--- src/rtl/somatorio_n.sv ---
// Accumulates a run-time selected number of WIDTH-bit terms (unsigned or two's-complement).
// Define SOMATORIO_SAT_EN to saturate on overflow instead of aborting to ERRO.
module somatorio_n #(
  parameter int WIDTH      = 8,
  parameter int MAX_TERMOS = 15,
  parameter bit ASSINADO   = 1'b0,
  localparam int CW        = $clog2(MAX_TERMOS + 1)
) (
  input  logic             clk,
  input  logic             reset,
  input  logic             iniciar,
  input  logic [CW-1:0]    n_termos,
  input  logic             ent_valido,
  input  logic [WIDTH-1:0] ent,
  output logic [WIDTH-1:0] soma,
  output logic             ocupado,
  output logic             pronto,
  output logic             erro,
  output logic [CW-1:0]    contagem
);

  // Handshake: a term is accepted on every rising edge where the FSM is in
  // SOMANDO and ent_valido=1; there is no back-pressure, terms may have gaps.

  typedef enum logic [1:0] {OCIOSO, SOMANDO, FIM, ERRO} estado_t;

  estado_t          estado_q, estado_d;
  logic [WIDTH-1:0] soma_q, soma_d;
  logic [CW-1:0]    cont_q, cont_d;
  logic [CW-1:0]    n_q, n_d;
  logic             erro_q, erro_d;

  logic [WIDTH:0]   soma_ext;
  logic             ovf;
  logic [CW-1:0]    cont_inc;
  logic [CW-1:0]    n_lim;

  assign soma_ext = {1'b0, soma_q} + {1'b0, ent};
  assign cont_inc = cont_q + CW'(1);
  assign n_lim    = (n_termos > CW'(MAX_TERMOS)) ? CW'(MAX_TERMOS) : n_termos;

  // Signed overflow: equal operand signs but the result sign flipped.
  always_comb begin
    if (ASSINADO)
      ovf = (soma_q[WIDTH-1] == ent[WIDTH-1]) && (soma_ext[WIDTH-1] != soma_q[WIDTH-1]);
    else
      ovf = soma_ext[WIDTH];
  end

`ifdef SOMATORIO_SAT_EN
  logic [WIDTH-1:0] satur;
  // Overflow direction follows the accumulator sign (both operands agree on it).
  always_comb begin
    if (ASSINADO)
      satur = soma_q[WIDTH-1] ? {1'b1, {(WIDTH-1){1'b0}}} : {1'b0, {(WIDTH-1){1'b1}}};
    else
      satur = '1;
  end
`endif

  always_ff @(posedge clk or negedge reset) begin
    if (!reset) begin
      estado_q <= OCIOSO;
      soma_q   <= '0;
      cont_q   <= '0;
      n_q      <= '0;
      erro_q   <= 1'b0;
    end else begin
      estado_q <= estado_d;
      soma_q   <= soma_d;
      cont_q   <= cont_d;
      n_q      <= n_d;
      erro_q   <= erro_d;
    end
  end

  always_comb begin
    estado_d = estado_q;
    soma_d   = soma_q;
    cont_d   = cont_q;
    n_d      = n_q;
    erro_d   = erro_q;
    case (estado_q)
      OCIOSO, FIM, ERRO: begin
        if (iniciar) begin
          soma_d   = '0;
          cont_d   = '0;
          erro_d   = 1'b0;
          n_d      = n_lim;
          estado_d = (n_lim == '0) ? FIM : SOMANDO;
        end
      end
      SOMANDO: begin
        if (ent_valido) begin
          if (ovf) begin
`ifdef SOMATORIO_SAT_EN
            soma_d = satur;
            erro_d = 1'b1;
            cont_d = cont_inc;
            if (cont_inc == n_q) estado_d = FIM;
`else
            erro_d   = 1'b1;
            estado_d = ERRO;
`endif
          end else begin
            soma_d = soma_ext[WIDTH-1:0];
            cont_d = cont_inc;
            if (cont_inc == n_q) estado_d = FIM;
          end
        end
      end
      default: estado_d = OCIOSO;
    endcase
  end

  assign soma     = soma_q;
  assign contagem = cont_q;
  assign erro     = erro_q;
  assign ocupado  = (estado_q == SOMANDO);
  assign pronto   = (estado_q == FIM);

endmodule

--- config.mk ---
export PLATFORM = sky130hd
export DESIGN_NAME = somatorio_n
export DESIGN_NICKNAME = d
export VERILOG_FILES = /design/src/rtl/somatorio_n.sv
export SDC_FILE = /design/constraint.sdc
export NUM_CORES = 1
export LEC_CHECK = 0
export ABC_CLOCK_PERIOD_IN_PS = 2300
export CORE_UTILIZATION = 43
export DETAILED_ROUTE_END_ITERATION = 7
export PLACE_DENSITY = 0.74
export SYNTH_ARGS = -nofsm -noshare
export SYNTH_HDL_FRONTEND = slang
export SYNTH_SLANG_ARGS = --single-unit
--- constraint.sdc ---
create_clock -name clk -period 2.3 [get_ports clk]
set_clock_uncertainty 0.2 [all_clocks]
set_input_delay 0.46 -clock clk [delete_from_list [all_inputs] [get_ports clk]]
set_output_delay 0.46 -clock clk [all_outputs]
set_load 0.05 [all_outputs]
==> impl_results.md <==
- Status: finished, violations left
- Failing checks: negative setup slack
- Height of the die: 55.1 um
- Placement Cell Area: 1700 sq um
- Max-slew headroom: 63.3%
- RD Place Congestion: 0.813
- Yosys cell types: 34
- Total track usage: 25.1%
- Die ar.: 3030 sq um
- Period utilisation layout: 100%
- Clk sink count: 19
- Highest metal used: met4
- CTS tree: built
- FF+latch count, synth: 19
- Leakage Power: 0.831 nW
- CP startpoint: ent[5]
- Number of port buffers: 30
- Metal2 WL: 1.65 mm
- Syn Nets: 145
- Antenna violations before repair: 0
- Num CTS Buffers: 3
- Largest net degree at the start of global routing: 20
- Row Count: 18
- Final Critical Period: 2.30 ns
- Fraction of registers with async set/reset: 100%
- Routed length on met1: 1.43 mm
- # placed instances: 194
- Number of top-level pins: 31
- Mean Syn Cell Area: 10.2 sq um
- Share of layout cells above drive strength 1: 32.0%
- Skew-Pair Late Insertion Delay: 0.30 ns
- Sw Ratio: 48.7%
- Maxcap violations: 0
- Critical Path Source Type: primary input
- H-tree Lvls: 1
- Placeable core area: 2570 sq um
- WL/cell: 15.9 um
- Post-synthesis cell count: 119
- Total gr overflow: 0
- Final WS setup: -0.000435 ns
- Clock slew at reported path FFs: 0.11 ns
- Max frequency: 435 MHz
- Detailed Route Iter0 Violations: 27
- Routed vias: 1144
- Final ANT Viol Nets: 0
- Vias per cell: 5.66
- Antenna cells: 0
- Arrival @ worst endpoint: 2.30 ns
- Reg2reg start: soma[5]
- Dpl ws: -0.585 ns
- Detailed Route WL: 3.22 mm
- Sequential Power Share: 23.6%
- EDFF count, synth: 0
- # DRC: 0
- Maximum buffer depth of the clock tree: 2
- Worst-margin pin slew: 0.551 ns
- YS warnings: 0
- CP Class: primary input to flop
- Gate power share: 70.0%
- Initial Util: 47.2%
- Top cell type's share of synthesized area: 39.3%
- 1st-pass router iterations: 4
- Clock Power Share: 6.4%
- Root Driver: clkbuf_4
- Hold Path Class: primary input to async pin
- First-pass GRT wire length: 5.29 mm
- RSZ-0062 raised after global routing: yes
- Crit-path max FO: 7
- Area Growth Syn to Fin: 49.5%
- Design Area, Final: 1810 sq um
- Peak VDD IR: 0.879 mV
- Layout Cells excl Fill: 202
- Wire length on met3: 115 um
- Switching Power: 0.00131 W
- CP Capture Type: flop
- Fillers: 198
- Top_reg_cell synth: dfrtp_1
- P_int: 0.00139 W
- Final hold viol count: 0
- Cells taking the most area after synthesis: dfrtp_1, ha_1, o211ai_1
- Cell Area, Synth: 1210 sq um
- Yosys top cell by area: dfrtp_1
- # setup viols final: 1
- Nets: 199
- Vias in the first global route: 1187
- Die X: 55.1 um
- Most numerous cell in the Yosys netlist: dfrtp_1
- Slew Limit Fails: 0
- Hold buffer count at cts: 0
- Sequential element share of the synthesized area: 39.3%
- Commonest cells post-synth: dfrtp_1, o211ai_1, o21ai_1, xor2_1, ha_1
- Critical Path RT: 2.30 ns
- Power per Cell Area: 1490 nW/um^2
- Dpl hpwl: 2.34 mm
## final cells by class
class,count,area [sq um],area share [%]
clock buffer,3,22.5,1.24
clock inverter,1,5.00,0.276
inverter,6,22.5,1.24
multi-input combinational,89,759,41.9
sequential,19,480,26.5
tap,30,37.5,2.07
timing repair buffer,54,483,26.7
## timing repair
action,4_1_cts,5_1_grt
gates resized for setup,13,9
buffers inserted,4,0
pin swaps,7,5
gates cloned,0,0
endpoints found under the hold margin,0,0
endpoints found under the setup margin,15,14
## power groups by stage
stage               registers, W  logic (W)  clock network, W
detailed placement      0.000640    0.00172                 0
finish                  0.000637    0.00189          0.000172
floorplan               0.000936   0.000844                 0
global placement        0.000628    0.00168                 0
global route            0.000658    0.00204          0.000189
CTS                     0.000634    0.00184          0.000179
## cells in the final DEF (no fill, tap or decap), types with 2 or more instances in the layout
cell type and count:
clkdlybuf4s50_1 22, a21oi_1 3, ha_1 5, buf_6 2, dlymetal6s2s_1 2, o211ai_1 12, buf_4 24, nand3_1 3
a211oi_2 2, nor4b_1 2, o21ai_1 6, ha_4 2, ha_2 2, clkbuf_4 3, nand2_1 4, xor2_1 10
inv_1 5, nand2b_1 2, a21o_1 4, o21ai_2 5, nor2b_1 3, dfrtp_2 4, nor2_1 2, xnor2_1 2
dfrtp_1 15, mux2_2 4, dlygate4sd2_1 4
## per-layer routing
metal  global-route usage [%]  vias up
li1                         -      546
met1                     31.6      563
met2                     43.2       31
met3                     4.10        4
met4                     8.33        0
met5                        0        -
## flip-flops by register name, summed over array words and instances, names as in the netlist
| name | count |
|---|---|
| estado_q | 2 |
| contagem | 4 |
| soma | 8 |
| erro | 1 |
| n_q | 4 |
## per-stage QoR
stage	power (W)	hold slack, ns	TNS [ns]	util (%)
2_1_floorplan	0.00178	-0.0356	-0.0730	-
3_3_place_gp	0.00230	0.313	-6.48	66.2
3_5_place_dp	0.00236	0.325	-7.33	66.2
4_1_cts	0.00265	0.288	-0.0157	69.5
5_1_grt	0.00289	0.314	-0.0793	70.5
6_report	0.00270	0.287	-0.000435	70.5
## worst max-delay path: stages
cell           delay [ns]
dlygate4sd2_1        0.26
ha_4                 0.24
a21o_1               0.16
or3_1                0.30
o22a_2               0.28
or2_4                0.28
a311o_1              0.31
## cell families (layout without fill, tap and decap cells)
group                      after synthesis  after routing  synth area share (%)
DFF                                     19             19                  39.3
AOI/OAI and AO/OA                       41             41                  22.6
adders and majority gates               10             10                  11.0
and+or+nand+nor                         21             21                  9.81
xor gates and xnor gates                12             12                  8.68
buffers and inverters                   11             64                  4.13
muxes                                    5              5                  4.55
## path summary, 6_finish.rpt
| kind | end | slack (ns) | depth (start not counted) |
|---|---|---|---|
| worst max-delay path | contagem[2] | -0.0004 | 7 |
| worst min-delay path | soma[7] | 0.29 | 2 |
| worst max register to register | contagem[2] | 0.01 | 6 |
| worst min register to register | erro | 0.33 | 2 |
| max in group asynchronous | soma[0] | 1.39 | 2 |
| min in group clk | erro | 0.33 | 2 |
No activity file was read; power rests on OpenSTA's default activity.
